===== config.mk =====
export PLATFORM = sky130hd
export DESIGN_NAME = reg_status_table
export DESIGN_NICKNAME = d
export VERILOG_FILES = /design/src/rtl/reg_status_table.sv
export SDC_FILE = /design/constraint.sdc
export NUM_CORES = 1
export LEC_CHECK = 0
export CAP_MARGIN = 20
export CORE_MARGIN = 10
export CORE_UTILIZATION = 55
export DETAILED_ROUTE_END_ITERATION = 8
export PLACE_DENSITY = 0.7
export SYNTH_ARGS = -nofsm -noshare
export SYNTH_HDL_FRONTEND = slang
export SYNTH_SLANG_ARGS = --single-unit
export TNS_END_PERCENT = 50

===== constraint.sdc =====
create_clock -name clk -period 5.65 [get_ports clk]
set_clock_uncertainty 0.1 [all_clocks]
set_input_delay 1.13 -clock clk [delete_from_list [all_inputs] [get_ports clk]]
set_output_delay 1.13 -clock clk [all_outputs]
set_load 0.01 [all_outputs]

===== src/rtl/reg_status_table.sv =====
`default_nettype none
// ============================================================================
// Module      : reg_status_table
// Description : Register-status table mapping each architectural register to
//               the ROB tag of its newest in-flight producer. Optional
//               same-edge commit bypass on lookups via COMMIT_BYPASS_EN.
// Revision    : 1.0 - initial release
// ============================================================================
module reg_status_table #(
    parameter int NUM_REGS        = 32,
    parameter int TAG_W           = 4,
    parameter int ZERO_REG_EN_IDX = 0,
    localparam int RIDX_W         = $clog2(NUM_REGS),
    localparam int CNT_W          = $clog2(NUM_REGS + 1)
) (
    input  logic              clk,
    input  logic              rst,
    input  logic              lookup_req,
    input  logic [RIDX_W-1:0] src1,
    input  logic [RIDX_W-1:0] src2,
    output logic              lookup_ack,
    output logic              q1_busy,
    output logic [TAG_W-1:0]  q1_tag,
    output logic              q2_busy,
    output logic [TAG_W-1:0]  q2_tag,
    input  logic              rename_valid,
    input  logic [RIDX_W-1:0] rename_reg,
    input  logic [TAG_W-1:0]  rename_tag,
    input  logic              commit_valid,
    input  logic [RIDX_W-1:0] commit_reg,
    input  logic [TAG_W-1:0]  commit_tag,
    input  logic              flush,
    input  logic [RIDX_W-1:0] probe_reg,
    output logic              probe_busy,
    output logic [TAG_W-1:0]  probe_tag,
    output logic [CNT_W-1:0]  busy_count
);

    logic [NUM_REGS-1:0] r_busy;
    logic [TAG_W-1:0]    r_tag [NUM_REGS];
    logic [CNT_W-1:0]    r_count;

    logic                w_ren_ok;
    logic                w_ren_new;
    logic                w_cmt_hit;
    logic                w_cmt_clr;
    logic                w_s1_busy;
    logic [TAG_W-1:0]    w_s1_tag;
    logic                w_s2_busy;
    logic [TAG_W-1:0]    w_s2_tag;
    logic                w_pr_busy;
    logic [TAG_W-1:0]    w_pr_tag;

    // The hardwired register and out-of-range indices never hold state.
    function automatic logic idx_ok(input logic [RIDX_W-1:0] idx);
        return (int'(idx) < NUM_REGS) && (int'(idx) != ZERO_REG_EN_IDX);
    endfunction

    function automatic logic entry_busy(input logic [RIDX_W-1:0] idx,
                                        input logic [NUM_REGS-1:0] busy_vec);
        return idx_ok(idx) && busy_vec[idx];
    endfunction

    always_comb begin
        w_ren_ok  = rename_valid && !flush && idx_ok(rename_reg);
        w_ren_new = w_ren_ok && !r_busy[rename_reg];
        w_cmt_hit = commit_valid && !flush && idx_ok(commit_reg) &&
                    r_busy[commit_reg] && (r_tag[commit_reg] == commit_tag);
        // A same-edge rename of the committed register keeps ownership.
        w_cmt_clr = w_cmt_hit && !(w_ren_ok && (rename_reg == commit_reg));
    end

    always_comb begin
        w_s1_busy = entry_busy(src1, r_busy);
        w_s1_tag  = w_s1_busy ? r_tag[src1] : '0;
        w_s2_busy = entry_busy(src2, r_busy);
        w_s2_tag  = w_s2_busy ? r_tag[src2] : '0;
`ifdef COMMIT_BYPASS_EN
        // Consumer would miss the broadcast; point it at the committed value.
        if (w_cmt_clr && (src1 == commit_reg)) begin
            w_s1_busy = 1'b0;
            w_s1_tag  = '0;
        end
        if (w_cmt_clr && (src2 == commit_reg)) begin
            w_s2_busy = 1'b0;
            w_s2_tag  = '0;
        end
`endif
        w_pr_busy = entry_busy(probe_reg, r_busy);
        w_pr_tag  = w_pr_busy ? r_tag[probe_reg] : '0;
    end

    always_ff @(posedge clk) begin
        if (rst) begin
            r_busy     <= '0;
            for (int i = 0; i < NUM_REGS; i++) begin
                r_tag[i] <= '0;
            end
            r_count    <= '0;
            lookup_ack <= 1'b0;
            q1_busy    <= 1'b0;
            q1_tag     <= '0;
            q2_busy    <= 1'b0;
            q2_tag     <= '0;
            probe_busy <= 1'b0;
            probe_tag  <= '0;
        end else begin
            if (flush) begin
                r_busy  <= '0;
                r_count <= '0;
            end else begin
                if (w_cmt_clr) begin
                    r_busy[commit_reg] <= 1'b0;
                end
                if (w_ren_ok) begin
                    r_busy[rename_reg] <= 1'b1;
                    r_tag[rename_reg]  <= rename_tag;
                end
                r_count <= r_count + CNT_W'(w_ren_new) - CNT_W'(w_cmt_clr);
            end

            lookup_ack <= lookup_req;
            if (lookup_req) begin
                q1_busy <= w_s1_busy;
                q1_tag  <= w_s1_tag;
                q2_busy <= w_s2_busy;
                q2_tag  <= w_s2_tag;
            end

            probe_busy <= w_pr_busy;
            probe_tag  <= w_pr_tag;
        end
    end

    assign busy_count = r_count;

endmodule
`default_nettype wire


After elaboration in Yosys (flattened, before gate mapping)
Memory sizes are Yosys's and may differ from the RTL's. A register that Yosys moved wholly into a read port is not among the register bits.
Cells that the tools add are included.
- bitwise operators: 4
- add/sub/neg operators: 2
- muxes and demuxes: 29
- eq/ne operators: 2
- reductions and logical operators: 25
- magnitude comparators: 7
- operators by type and width (operator ; count):
    $mux W32 ; 4
    $and A32 B32 Y32 ; 1
    $not A32 Y32 ; 1
    $or A32 B32 Y32 ; 1
    $lt A5 B6 Y1 const B ; 5
    $bmux W1 S5 ; 5
    $reduce_bool A5 Y1 ; 5
    $logic_and A1 B1 Y1 ; 14
    $mux W1 ; 14
    $mux W4 ; 3
    $demux W1 S5 ; 2
    $ge A5 B1 Y1 const B ; 2
    $add A6 B1 Y6 ; 1
    $sub A6 B1 Y6 ; 1
    $eq A5 B5 Y1 ; 1
    $mux W5 ; 1
    $eq A4 B4 Y1 ; 1
    $reduce_or A2 Y1 ; 2
    $reduce_or A4 Y1 ; 1
    $logic_not A1 Y1 ; 3
    $not A1 Y1 ; 1
- input port bits: 39
- flip-flop bits (word level): 50
- RAM bits: 128
- memories kept: 1
- output and inout port bits: 22
- logic and storage cells: 78
- memory list (memory ; depth ; width ; rd ports ; clocked after Yosys merged registers in ; write ports ; RTL line ; text):
    r_tag ; 32 ; 4 ; 4 ; 1 ; 32 ; 40 ; logic [TAG_W-1:0] r_tag [NUM_REGS];

Depth between registers and ports, before layout
Gate-level depths: netlist (run 1).
- depth after elaboration: 11
- mapped depth: 21
- depth with buffers taken out: 16

Least setup slack after synthesis (run 1)
OpenSTA, ideal clock, no wires.
- kind: input -> register
- start: input port commit_reg[1]
- end: register r_count[4], in the netlist busy_count[4]
- data arrival time: 4.530 ns
- slack: 0.893 ns
- data required time: 5.422 ns
- stages: 21
- path buffers: 5
- library setup time: 0.128 ns
- cells stage by stage: buf_6 buf_4 buf_2 mux2i_1 o22ai_1 a211oi_1 nand4b_1 xnor2_1 nand4b_1 clkbuf_1 buf_2 nor2_1 ha_1 inv_1 ha_1 fa_1 a21oi_1 nor2_1 nor2_1 xor2_1 nor2_1
- longest elaborated chain between the ends: 6
- elaborated cells between the ends (all ways): 13
- those cells by class: add/sub (1); eq/ne (2); mux (2); reduce/logical (7); memory (1)
- ends and longest elaborated chain (what ; RTL line ; text):
    start: declaration ; 30 ; input logic [RIDX_W-1:0] commit_reg,
    parallel branches: the longest is 4 deep, another holds $mem_v2 Z32 W4 ; - ;
    $logic_and A1 B1 Y1 * ; 70 ; w_cmt_clr = w_cmt_hit && !(w_ren_ok && (rename_reg == commit_reg));
    $sub A6 B1 Y6 * ; 119 ; r_count <= r_count + CNT_W'(w_ren_new) - CNT_W'(w_cmt_clr);
    end signal: assignment ; 119 ;
    end: declaration ; 41 ; logic [CNT_W-1:0] r_count;
Mark *: on every way between the ends. The select of a mux whose other input is x is not followed.
A chain may end at the register's enable or synchronous reset.

Final worst setup path (run 1)
- start: input port commit_reg[2]
- end: register r_count[5], in the netlist busy_count[5]
The elaborated chain is that of the path after synthesis.

==> flow_metrics.tcl, run 1 <==
set metrics [dict create \
    status "finished clean" \
    wl_met2_mm 19.61 \
    dpl_cell_area_mm2 0.01376 \
    die_h_um 173.3 \
    maxSlewViolCount 0 \
    pwr-share-seq 0.460 \
    grt_max_degree 63 \
    met1Wirelength_mm 15.61 \
    min_period_ns 4.719 \
    postCtsHoldBufs 0 \
    maxUsedRoutingLayer "met4" \
    drv_cap 0 \
    worstMarginPinSlew_ns 1.146 \
    cts_setup_buffers 0 \
    nets 1074 \
    syn_avg_cell_area_um2 12.61 \
    finalSetupTns_ns 0 \
    r2r_end "busy_count[5]" \
    critical_path_required_ns 5.85 \
    finalNonFillerCells 1360 \
    dr.pass1.iters 5 \
    cp_max_fo 12 \
    crit_arrival_ns 4.92 \
    synth_top_flop_cell "edfxtp_1" \
    dpl.cell_count 1325 \
    critical-path-max-stage-delay_ns 0.68 \
    initial_utilization 0.5540 \
    ys_types 56 \
    r2r_start "r_tag[5][3]" \
    setup_viol 0 \
    crit_chain "clkdlybuf4s50_1 > or3b_2 > o22ai_1 > o21ai_0 > and3_1 > a21oi_1 > nand4b_1 > nor2_1 > ha_1 > inv_1 > ha_1 > a21o_1 > a21oi_1 > o21bai_1 > a21oi_1 > xnor2_1 > nor2_1" \
    sw_frac_of_total 0.2878 \
    dr_wl_met3_mm 5.922 \
    overflow 0 \
    core_mm2 0.02333 \
    endpoint_kind "flop" \
    ant_nets 0 \
    grt_pass1_vias 9698 \
    drt-initial-drc-count 1545 \
    via_count 10020 \
    finalCritPeriodShare 0.8351 \
    multi_input_area_mm2 0.007526 \
    yosysWarnings 0 \
    antenna_found_initial 0 \
    grt_pass1_wl_mm 64.67 \
    dieArea_mm2 0.03003 \
    cts_htree_levels 4 \
    crit_buf_inv 2 \
    synthesis.area_mm2 0.01293 \
    pwr-share-comb 0.187 \
    p_sw_uw 971.1 \
    dpl.hpwl_mm 31.58 \
    hp-class "flop to flop" \
    rr_worst_depth 16 \
    num_rows 56 \
    path_clk_slew_ns 0.08 \
    clkPwrFrac 0.353 \
    power_density_mw_per_mm2 234.4 \
    synth_seq_cells 182 \
    fmax_ghz 0.2119 \
    worst_hold_path.endpoint "q2_busy" \
    final_cell_mix "mux4_2, edfxtp_1, and3_1" \
    hold_violations 0 \
    area_growth_pct 11.36 \
    cts_tree "built" \
    ir_worst_vdd_mv 0.1892 \
    cp_num_cells 17 \
    holdCritStartpoint "q2_busy" \
    crit_type "input pin to flop" \
    ys_seq_area_frac 0.3810 \
    gp_congestion 1.073 \
    numClockSinks 182 \
    drc 0 \
    p_int_uw 2403 \
    io_pins 61 \
    slew_headroom 0.2303 \
    async_flop_share 0 \
    grt_use_total 0.2878 \
    r2r_slack_ns 1.79 \
    slowest_stage "clkdlybuf4s50_1" \
    synth_edf_count 128 \
    cts_buffers 17 \
    final_common_cell "mux4_2" \
    path_common_cell "a21oi_1" \
    power.static_leakage_uw 0.005136 \
    ctsLongestPathBuffers 2 \
    postLayoutCoreUtil 0.6170 \
    fp.dieW_um 173.3 \
    clock_tree.root_cell "clkbuf_16" \
    design_area_mm2 0.01440 \
    post_cts_resized 0 \
    antenna_cells 0 \
    portBuffers 60 \
    routedWlPerCell_um 32.20 \
    critical-path-top-delay-family "simple AND/OR/NAND/NOR gates" \
    routed_via_density 7.368 \
    rsz0062_at_grt "false" \
    start_kind "input pin" \
    fillCellCount 1804 \
    synthCells 1025 \
    wirelength_mm 43.80 \
    drive_gt1_frac 0.2546 \
    place_ws_ns 0.5670 \
    clock_latency_ns 0.44 \
    hold_depth 2 \
    fin_ws_ns 0.9315 \
    final-seq-area_mm2 0.004925 \
]
-- layout make-up --
type,instances,share of cell area
sequential,182,0.3421
inverter,10,0.002608
timing repair buffer,97,0.06502
multi-input combinational,720,0.5228
clock inverter,10,0.005650
clock buffer,22,0.03407
tap,319,0.02773
-- per-stage QoR --
stage	hold slack (ns)	total power (µW)
floorplan	0.3472	1959
CTS	0.3686	3346
global placement	0.3572	2176
finish	0.3656	3374
global route	0.3972	3453
detailed placement	0.3566	2183
-- tightest hold or removal path, delay by kind of cell (launching register included) --
family | cells | cell delay (ns)
compound gates | 1 | 0.05
simple gates | 1 | 0.06
flops | 1 | 0.31
-- registers in the layout (all words and copies together), names as in the netlist, 4 cells and up --
| register | cells |
|---|---|
| q2_tag | 4 |
| busy_count | 6 |
| r_busy | 32 |
| r_tag | 128 |
| probe_tag | 4 |
| q1_tag | 4 |
-- cells by family (layout without fill, tap and decap cells) --
group | Yosys count | in the layout | share of synthesized area
simple gates | 332 | 332 | 0.1454
mux | 241 | 241 | 0.3519
flops | 182 | 182 | 0.3810
buf+inv | 126 | 139 | 0.04007
compound gates | 123 | 123 | 0.06524
xor+xnor | 13 | 13 | 0.008809
fa+ha+maj | 7 | 7 | 0.007356
other cells | 1 | 4 | 0.0002901
-- worst max path at each step --
| stage | from | endpoint | slack (ns) |
|---|---|---|---|
| 6_report | commit_reg[2] | busy_count[5] | 0.93 |
| 3_3_place_gp | rename_reg[0] | busy_count[4] | 0.62 |
| 2_1_floorplan | commit_reg[1] | busy_count[4] | 0.89 |
| 4_1_cts | rename_reg[0] | busy_count[4] | 1.01 |
| 3_5_place_dp | rename_reg[0] | busy_count[4] | 0.57 |
| 5_1_grt | commit_reg[2] | busy_count[5] | 0.69 |
-- routing by layer --
| metal | up-vias | track usage |
|---|---|---|
| li1 | 4097 | - |
| met1 | 4940 | 0.3707 |
| met2 | 835 | 0.4256 |
| met3 | 148 | 0.08495 |
| met4 | 0 | 0.1667 |
| met5 | - | 0 |
-- cell usage after synthesis (7+ instances only) --
cell	instances	area, µm²
nor2_1	42	157.7
edfxtp_1	128	3844
mux2i_1	64	640.6
a21o_1	9	67.56
mux4_2	170	3829
mux2_2	7	78.83
nor3_1	14	70.07
and2_1	58	362.9
clkbuf_1	79	296.5
nand2b_1	37	231.5
dfxtp_1	54	1081
inv_1	10	37.54
and3_1	78	488.0
xnor2_1	8	70.07
o22ai_1	11	68.82
o41ai_1	25	219.0
o21ai_0	8	40.04
buf_1	15	56.30
nand2_1	50	187.7
nor4_1	7	43.79
a21oi_1	44	220.2
buf_2	18	90.09
-- power by group through the flow --
stage	sequential, µW	clock [µW]	combinational, µW
2_1_floorplan	1540	0	415
3_3_place_gp	1570	0	602
3_5_place_dp	1580	0	606
4_1_cts	1550	1190	608
5_1_grt	1560	1250	650
6_report	1550	1190	630
Note: power is estimated with default switching activity, not from simulation.
==> run 2, diff against run 1 <==
--- a/config.mk
+++ b/config.mk
@@ -9,7 +9,7 @@
 export CORE_MARGIN = 10
 export CORE_UTILIZATION = 55
 export DETAILED_ROUTE_END_ITERATION = 8
-export PLACE_DENSITY = 0.7
+export PLACE_DENSITY = 0.73
 export SYNTH_ARGS = -nofsm -noshare
 export SYNTH_HDL_FRONTEND = slang
 export SYNTH_SLANG_ARGS = --single-unit
==> constraint.sdc (replaced) <==
create_clock -name clk -period 3.9 [get_ports clk]
set_clock_uncertainty 0.1 [all_clocks]
set_input_delay 0.78 -clock clk [delete_from_list [all_inputs] [get_ports clk]]
set_output_delay 0.78 -clock clk [all_outputs]
set_load 0.01 [all_outputs]
==> run 2 against run 1 <==
Compared with the run above:
- register-to-register slack worse by 1.5 ns
- highest routed layer is now met5
- setup slack lost 0.77 ns
- utilization increased by 3.8 points
- largest power group unchanged
- critical path type unchanged
- critical endpoint is now busy_count[4]
- global-route usage is 1.7 points higher
- final cell count increased by 6.7%
==> flow_metrics.tcl, run 2 (synthesis results as in run 1) <==
set metrics [dict create \
    path_clk_slew_ns 0.08 \
    r2r_start "r_tag[23][3]" \
    initial_utilization 0.5540 \
    drv_cap 0 \
    hold_violations 0 \
    num_rows 56 \
    holdCritStartpoint "q1_busy" \
    finalCritPeriodShare 0.9597 \
    finalSetupTns_ns 0 \
    clock_latency_ns 0.45 \
    clock_tree.root_cell "clkbuf_16" \
    numClockSinks 182 \
    critical-path-max-stage-delay_ns 0.35 \
    design_area_mm2 0.01529 \
    maxSlewViolCount 0 \
    final_cell_mix "mux4_2, edfxtp_1, buf_4" \
    final_common_cell "mux4_2" \
    endpoint_kind "flop" \
    routedWlPerCell_um 32.09 \
    cts_htree_levels 4 \
    portBuffers 60 \
    fmax_ghz 0.2672 \
    die_h_um 173.3 \
    area_growth_pct 18.29 \
    drc 0 \
    regMostFlops "r_tag" \
    hp-class "flop to flop" \
    ir_worst_vdd_mv 0.2593 \
    grt_use_total 0.3045 \
    io_pins 61 \
    cp_max_fo 10 \
    postCtsHoldBufs 0 \
    dpl.hpwl_mm 34.63 \
    dpl_cell_area_mm2 0.01454 \
    crit_chain "buf_4 > buf_12 > buf_4 > mux2i_1 > o32ai_1 > a2111oi_2 > nand3_1 > xnor2_1 > nand2_1 > nor2_4 > ha_4 > inv_2 > ha_4 > fa_2 > a21oi_2 > nor2_1 > nor2_1 > xor2_1 > nor2_1" \
    cts_tree "built" \
    grt_pass1_wl_mm 68.10 \
    gp_congestion 1.081 \
    drive_gt1_frac 0.3348 \
    antenna_cells 0 \
    antenna_found_initial 3 \
    grt_pass1_vias 10100 \
    min_period_ns 3.743 \
    drt-initial-drc-count 1918 \
    start_kind "input pin" \
    path_common_cell "nor2_1" \
    setup_viol 0 \
    dieArea_mm2 0.03003 \
    overflow 0 \
    grt_max_degree 50 \
    crit_type "input pin to flop" \
    multi_input_area_mm2 0.007655 \
    startpoint "commit_reg[1]" \
    wirelength_mm 46.56 \
    rsz0062_at_grt "false" \
    postLayoutCoreUtil 0.6553 \
    power.static_leakage_uw 0.005638 \
    fp.dieW_um 173.3 \
    cts_buffers 17 \
    ctsLongestPathBuffers 2 \
    dr.pass1.iters 7 \
    ant_nets 0 \
    nets 1165 \
    fillCellCount 1725 \
    crit_arrival_ns 3.96 \
    critical_path_required_ns 4.12 \
    worstMarginPinSlew_ns 1.087 \
    final-seq-area_mm2 0.004925 \
    routed_via_density 7.265 \
    power_density_mw_per_mm2 330.1 \
    largest_reg_flops 128 \
    via_count 10540 \
    status "finished clean" \
    slew_headroom 0.2753 \
    slowest_stage "mux2i_1" \
    core_mm2 0.02333 \
]
[run 2: per-stage QoR]
stage	hold slack (ns)	power [µW]	setup WS, ns	instances
finish	0.3670	5048	0.1571	1451
CTS	0.3706	4988	0.003627	1446
global placement	0.3521	3248	-0.5664	1413
detailed placement	0.3595	3257	-0.5796	1413
global route	0.3857	5165	0.004562	1451
floorplan	0.3472	2849	-0.1159	1028
[run 2: path summary, 6_finish.rpt]
kind,end,slack (ns),cells past startpoint
worst max-delay path,busy_count[4],0.16,19
worst min-delay path,q1_busy,0.37,2
worst max register to register,busy_count[4],0.27,16
worst min register to register,q1_busy,0.37,2
[run 2: power by group]
group	internal [µW]	total (µW)	switching [µW]
Combinational	488	1020	533
Clock	941	1780	836
Sequential	2150	2250	103
[run 2: layout make-up]
cell class              count  share of cell area
clock inverters            10            0.005155
well taps                 319             0.02610
clock buffers              22             0.03314
inverters                  10            0.002455
repair buffers            188              0.1104
multi-input cells         720              0.5007
flip-flops and latches    182              0.3221
[run 2: worst max-delay path: cells and delay by family]
kind,cells,cell delay (ns)
AND/OR/NAND/NOR,6,0.69
adder cells (fa/ha/maj),3,0.65
buffers and inverters,4,0.57
AO/OA/AOI/OAI,3,0.53
XOR/XNOR,2,0.38
multiplexers,1,0.35
[run 2: what timing repair did]
item / in CTS / in global routing
buffers inserted: 1 / 3
resized for setup: 8 / 20
endpoints found under the hold margin: 0 / 0
gates cloned: 0 / 1
setup endpoints to repair: 2 / 4
pin swaps: 4 / 8
[run 2: layer usage]
layer	global-route usage	wire length (µm)	vias up	part of all wire
met3	0.09431	6088	124	0.13
met1	0.3974	17180	5241	0.37
met2	0.4545	20930	875	0.45
li1	-	-	4295	-
met4	0.1480	2331	6	0.050
met5	0	34	-	0.00073
==> run 3, diff against run 2 <==
--- a/config.mk
+++ b/config.mk
@@ -8,6 +8,7 @@
 export CAP_MARGIN = 20
 export CORE_MARGIN = 10
 export CORE_UTILIZATION = 55
+export CTS_CLUSTER_SIZE = 16
 export DETAILED_ROUTE_END_ITERATION = 8
 export PLACE_DENSITY = 0.73
 export SYNTH_ARGS = -nofsm -noshare
==> results of run 3 <==
No change in the layout: final DEF, timing and power equal those of run 2.
